File: src/rtl/cont_bcd_n_if.sv
// Bus bundle for the cont_bcd_n multi-digit BCD counter.
// The control, load, count and cascade signals travel together; Clk and Rst stay plain ports.
`timescale 1ns/1ps
interface cont_bcd_n_if #(
    parameter int unsigned NDIG = 4
) ();
    localparam int unsigned W = 4 * NDIG;

    logic         Load;
    logic         Enable;
    logic         Up;
    logic [W-1:0] Valor;
    logic [W-1:0] Cuenta;
    logic         TCO;
    logic         CEO;
    logic         Wrap;

    modport master (
        output Load, Enable, Up, Valor,
        input  Cuenta, TCO, CEO, Wrap
    );

    modport slave (
        input  Load, Enable, Up, Valor,
        output Cuenta, TCO, CEO, Wrap
    );
endinterface

File: src/rtl/cont_bcd_n.sv
// NDIG-digit BCD counter with clamped parallel load, cascade enable and a registered wrap pulse.
// Define CONT_BCD_UPDOWN_EN to add down counting selected by Up.
`timescale 1ns/1ps
module cont_bcd_n #(
    parameter int unsigned NDIG = 4
) (
    input  logic        Clk,
    input  logic        Rst,
    cont_bcd_n_if.slave bus
);
    localparam int unsigned W = 4 * NDIG;

    logic [W-1:0] cuenta_q, cuenta_d;
    logic         wrap_q, wrap_d;
    logic [W-1:0] inc_val;
    logic [W-1:0] load_val;
    logic         all9;
    logic         tco;

    // Ripple-carry increment: a digit steps only while every lower digit is 9.
    function automatic logic [W-1:0] bcd_inc(input logic [W-1:0] v);
        logic [W-1:0] r;
        logic         carry;
        r     = v;
        carry = 1'b1;
        for (int unsigned k = 0; k < NDIG; k++) begin
            if (carry) begin
                r[4*k +: 4] = (v[4*k +: 4] == 4'd9) ? 4'd0 : v[4*k +: 4] + 4'd1;
            end
            carry = carry & (v[4*k +: 4] == 4'd9);
        end
        return r;
    endfunction

    function automatic logic [W-1:0] bcd_clamp(input logic [W-1:0] v);
        logic [W-1:0] r;
        r = v;
        for (int unsigned k = 0; k < NDIG; k++) begin
            if (v[4*k +: 4] > 4'd9) begin
                r[4*k +: 4] = 4'd9;
            end
        end
        return r;
    endfunction

    assign inc_val  = bcd_inc(cuenta_q);
    assign load_val = bcd_clamp(bus.Valor);

    always_comb begin
        all9 = 1'b1;
        for (int unsigned k = 0; k < NDIG; k++) begin
            all9 = all9 & (cuenta_q[4*k +: 4] == 4'd9);
        end
    end

`ifdef CONT_BCD_UPDOWN_EN
    logic [W-1:0] dec_val;
    logic         all0;
    logic         down;

    // Ripple-borrow decrement: a digit steps only while every lower digit is 0.
    function automatic logic [W-1:0] bcd_dec(input logic [W-1:0] v);
        logic [W-1:0] r;
        logic         borrow;
        r      = v;
        borrow = 1'b1;
        for (int unsigned k = 0; k < NDIG; k++) begin
            if (borrow) begin
                r[4*k +: 4] = (v[4*k +: 4] == 4'd0) ? 4'd9 : v[4*k +: 4] - 4'd1;
            end
            borrow = borrow & (v[4*k +: 4] == 4'd0);
        end
        return r;
    endfunction

    assign dec_val = bcd_dec(cuenta_q);
    assign all0    = (cuenta_q == W'(0));
    assign down    = ~bus.Up;
    assign tco     = down ? all0 : all9;
`else
    assign tco     = all9;
`endif

    // Rst > Load > Enable > hold; Wrap marks an enabled step taken from terminal count.
    always_comb begin
        cuenta_d = cuenta_q;
        wrap_d   = 1'b0;
        if (Rst) begin
            cuenta_d = W'(0);
            wrap_d   = 1'b0;
        end else if (bus.Load) begin
            cuenta_d = load_val;
            wrap_d   = 1'b0;
        end else if (bus.Enable) begin
`ifdef CONT_BCD_UPDOWN_EN
            cuenta_d = down ? dec_val : inc_val;
`else
            cuenta_d = inc_val;
`endif
            wrap_d   = tco;
        end
    end

    always_ff @(posedge Clk) begin
        if (Rst) begin
            cuenta_q <= W'(0);
            wrap_q   <= 1'b0;
        end else begin
            cuenta_q <= cuenta_d;
            wrap_q   <= wrap_d;
        end
    end

    assign bus.Cuenta = cuenta_q;
    assign bus.Wrap   = wrap_q;
    assign bus.TCO    = tco;
    assign bus.CEO    = tco & bus.Enable & ~bus.Load & ~Rst;
endmodule

File: src/flat_wrapper.sv
// flat-port wrapper written by rule: the top's interface ports become plain ports
module cont_bcd_n_flat 
#(
    parameter int unsigned NDIG = 4
)
  (Clk, Rst, bus_Load, bus_Enable, bus_Up, bus_Valor, bus_Cuenta, bus_TCO, bus_CEO, bus_Wrap);
  cont_bcd_n_if #(.NDIG(NDIG)) bus_i ();
  input  logic Clk;
  input  logic Rst;
  input wire logic [$bits(bus_i.Load)-1:0] bus_Load;
  input wire logic [$bits(bus_i.Enable)-1:0] bus_Enable;
  input wire logic [$bits(bus_i.Up)-1:0] bus_Up;
  input wire logic [$bits(bus_i.Valor)-1:0] bus_Valor;
  output wire logic [$bits(bus_i.Cuenta)-1:0] bus_Cuenta;
  output wire logic [$bits(bus_i.TCO)-1:0] bus_TCO;
  output wire logic [$bits(bus_i.CEO)-1:0] bus_CEO;
  output wire logic [$bits(bus_i.Wrap)-1:0] bus_Wrap;
  assign bus_i.Load = bus_Load;
  assign bus_i.Enable = bus_Enable;
  assign bus_i.Up = bus_Up;
  assign bus_i.Valor = bus_Valor;
  assign bus_Cuenta = bus_i.Cuenta;
  assign bus_TCO = bus_i.TCO;
  assign bus_CEO = bus_i.CEO;
  assign bus_Wrap = bus_i.Wrap;
  cont_bcd_n #(.NDIG(NDIG)) u_core (.Clk(Clk), .Rst(Rst), .bus(bus_i));
endmodule
File: config.mk
export PLATFORM = sky130hd
export DESIGN_NAME = cont_bcd_n_flat
export DESIGN_NICKNAME = d
export VERILOG_FILES = /design/src/rtl/cont_bcd_n_if.sv /design/src/rtl/cont_bcd_n.sv /design/src/flat_wrapper.sv
export SDC_FILE = /design/constraint.sdc
export NUM_CORES = 1
export LEC_CHECK = 0
export ABC_AREA = 1
export CORE_UTILIZATION = 45
export CTS_CLUSTER_DIAMETER = 120
export DETAILED_ROUTE_END_ITERATION = 8
export HOLD_SLACK_MARGIN = 0.05
export PLACE_DENSITY = 0.88
export SLEW_MARGIN = 20
export SYNTH_ARGS = -nofsm -noshare
export SYNTH_HDL_FRONTEND = slang
export SYNTH_SLANG_ARGS = --single-unit
File: constraint.sdc
create_clock -name Clk -period 1.23 [get_ports Clk]
set_input_delay 0.1845 -clock Clk [delete_from_list [all_inputs] [get_ports Clk]]
set_output_delay 0.1845 -clock Clk [all_outputs]
set_load 0.03 [all_outputs]
==> parameters.txt <==
Parameter                              Value

Synthesis
  Mean cell area of the mapped netlist    6.46 sq um
  Synth Cell Area    0.00119 sq mm
  Biggest area consumer among synthesized cells    dfxtp_1
  Share of synthesized area occupied by flip-flops and latches    28.6%
  Count of mapped cells out of synthesis    184
  Leading post-synthesis cells by cell area    dfxtp_1 (29%), nand2_1 (15%), nand3_1 (8.8%)
  Number of unique standard cell types used by synthesis    30
  Post-synthesis adder-cell area fraction    0%
  Number of synthesis warnings    0
  Flops & latches, synth    17
  Synthesized net count    205
  Largest family of logic cells by synthesized area    simple AND/OR/NAND/NOR gates
  Post-synthesis compound-gate area fraction    18.1%
  Area share of and/or/nand/nor cells after synthesis    37.7%
  XOR/XNOR share of the synthesized area    2.95%
  Top-area cell type share of the netlist area    28.6%
  Post-synthesis mux area share    0%

Clocking
  H-tree Lvls    1
  Clock-pin slew of the registers on the worst-case setup and hold paths    110 ps
  Clock tree buffer depth    2
  Clock root buffer master    clkbuf_4
  Number of CTS-inserted buffers    3
  Worst skew pair latency    310 ps
  Number of buffers inserted by hold repair at cts    0
  TritonCTS clock tree    yes
  Clock Sinks    17

Critical path
  Worst path cell trace    inv_2, nand2_2, nor2_2, nand4_1, nor2_4, buf_6
  CP Buf/Inv Count    2
  Worst endpoint data arrival time    1460 ps
  Maximum cell stage delay along the critical path    350 ps
  Worst Setup Start Kind    register
  Critical Setup Path Class    register to output pin
  Capturing element type of the critical path    output pin
  CP max FO    3
  Kind of cell with the highest combined delay on the critical path    simple AND/OR/NAND/NOR gates
  Required time reported for the critical path endpoint    1050 ps
  Crit path max-delay cell type    dfxtp_4

Global routing
  Number of global-route vias before repair    1398
  Global route total overflow    0
  Fraction of met3 tracks used by global routing    7.18%
  GR Util met1    32.9%
  Antenna violations before repair    0
  First-pass GRT wire length    5750 um
  Total routing resource utilization after global routing    28.2%
  Global routing's busiest layer    met2
  Met2 track demand over resource    46.7%
  Pin count of the biggest net entering global routing    17

STA
  Worst-margin pin slew    326 ps
  Setup-failing EPs final    14
  Max-slew violation count    0
  Setup repair after global routing missed its margin    yes
  Final hold violation count    0
  Fmax    0.610 GHz
  Setup clock skew after layout    12.8 ps
  Worst-case setup margin in the final layout    -410 ps
  Worst Hold Slack    485 ps
  Share of the clock period used by the worst path after layout    133%
  Rel. slew slack    78.2%
  Final min period    1640 ps

Power and ir drop
  Leak pwr    0.919 nW
  Pwr per Cell Area    750 mW/mm^2
  Max VDD drop    0.000757 V
  Total design power    1.55 mW

Cells and area
  Leading cell type in the layout, fill and taps excluded    buf_4
  Synthesis-to-layout area growth    74.3%
  Highest-count cells in the layout ignoring fill and taps    buf_4 (49), nand2_1 (37), nand3_1 (21)
  Nets@finish    284
  Antenna cell count    0
  Final Instance Count excl. Fillers    292
  Share of post-route cells with drive strength above 1    43.9%
  FILL cells    149

Placement
  Input/output buffers    38
  Post-DP HPWL    2630 um
  Routability congestion estimate from global placement    0.892
  Setup slack at placement    -359 ps
  Placed cell count    279

Drt
  Total Wirelength    3920 um
  ANT nets after route    0
  Residual DRC    0
  Average routed wire per standard cell    13.4 um
  Total via count in the routed design    1552
  Vias per cell    5.32
  1st-pass router iterations    4
  Number of DRC violations after detailed-routing iteration 0    42

Status
  Run status    finished with violations
  Failing checks    negative setup slack

Flow run
  Number of max-cap violations    0

Min path
  Type of the worst min-delay path    primary input to register

Die
  Die width    53.4 um
  Starting utilization of the core area    48.0%
  Total die area    0.00285 sq mm
  Y dimension of the die    53.4 um
  Boundary pin count    40
  Row Count    18
  Core Box Area    0.00248 sq mm
## through the flow
stage	area (sq um)	utilization (%)	setup TNS (ps)
after floorplan	1270	-	-21.0
after global placement	1840	74.1	-4680
after detailed placement	1840	74.1	-5200
after CTS	1990	80.3	-706
after global routing	2070	83.6	-2740
final	2070	83.6	-1650
## power by group
part | total [mW] | internal [mW] | switching [mW]
Clock | 0.314 | 0.127 | 0.187
Sequential | 0.609 | 0.578 | 0.0319
Combinational | 0.632 | 0.292 | 0.340
## final cells by class
class / instances / area, sq um / area share, %
Clock buffer: 4 / 26.3 / 1.27
Inverter: 24 / 120 / 5.80
Multi-Input combinational cell: 138 / 818 / 39.5
Sequential cell: 17 / 390 / 18.8
Tap cell: 30 / 37.5 / 1.81
Timing Repair Buffer: 79 / 679 / 32.8
## state kept, by name, summed over array words and instances, names as in the netlist
name / cells
u_core.bus.Wrap: 1
u_core.bus.Cuenta: 16
## metal layers
| metal | wire [um] | vias to the layer above |
|---|---|---|
| met3 | 237 | 15 |
| met4 | 106 | 0 |
| met2 | 1980 | 61 |
| li1 | - | 762 |
| met1 | 1600 | 714 |
| met5 | 0 | - |
## repair_timing
| action | 4_1_cts | 5_1_grt |
|---|---|---|
| setup endpoints to repair | 11 | 19 |
| gates resized for setup | 27 | 19 |
| endpoints found under the hold margin | 0 | 0 |
| pin swaps | 13 | 18 |
| setup buffers | 6 | 6 |
## Yosys cell counts
cell type	n
clkinv_2	1
nand2_2	1
nor2_2	2
dfxtp_1	17
o211ai_1	1
a21oi_1	10
a31oi_1	2
o21ai_2	1
nand4_1	3
o221ai_1	2
nand3_1	21
nand3_4	1
clkbuf_2	1
a21oi_2	1
buf_6	2
clkinv_1	1
o211a_1	1
clkbuf_8	1
xor2_1	4
buf_2	1
inv_2	1
nand2_4	2
nand3_2	1
nand2_1	46
o21ai_4	1
nor2_1	22
inv_1	20
a41oi_1	1
o21ai_0	15
clkinv_8	1
## worst reg2reg max path, delay by kind of cell (launching register included)
family | cells | cell delay [ps]
DFF | 1 | 370
buffers and inverters | 1 | 150
and+or+nand+nor | 6 | 730
## logic make-up (layout without fill, tap and decap cells)
family,count (synthesis),count (layout)
buffers and inverters,29,107
DFF,17,17
xor gates and xnor gates,4,4
AOI/OAI and AO/OA,35,35
and+or+nand+nor,99,99
## worst paths after layout
path / slack, ps / endpoint / cells past startpoint / from
setup / recovery: -410 / bus_CEO / 6 / u_core.bus.Cuenta[10]
hold / removal: 490 / u_core.bus.Cuenta[0] / 3 / bus_Valor[0]
setup reg to reg: -100 / u_core.bus.Cuenta[12] / 7 / u_core.bus.Cuenta[1]
hold reg to reg: 550 / u_core.bus.Cuenta[14] / 4 / u_core.bus.Cuenta[14]
(Power assumes the default switching activity.)
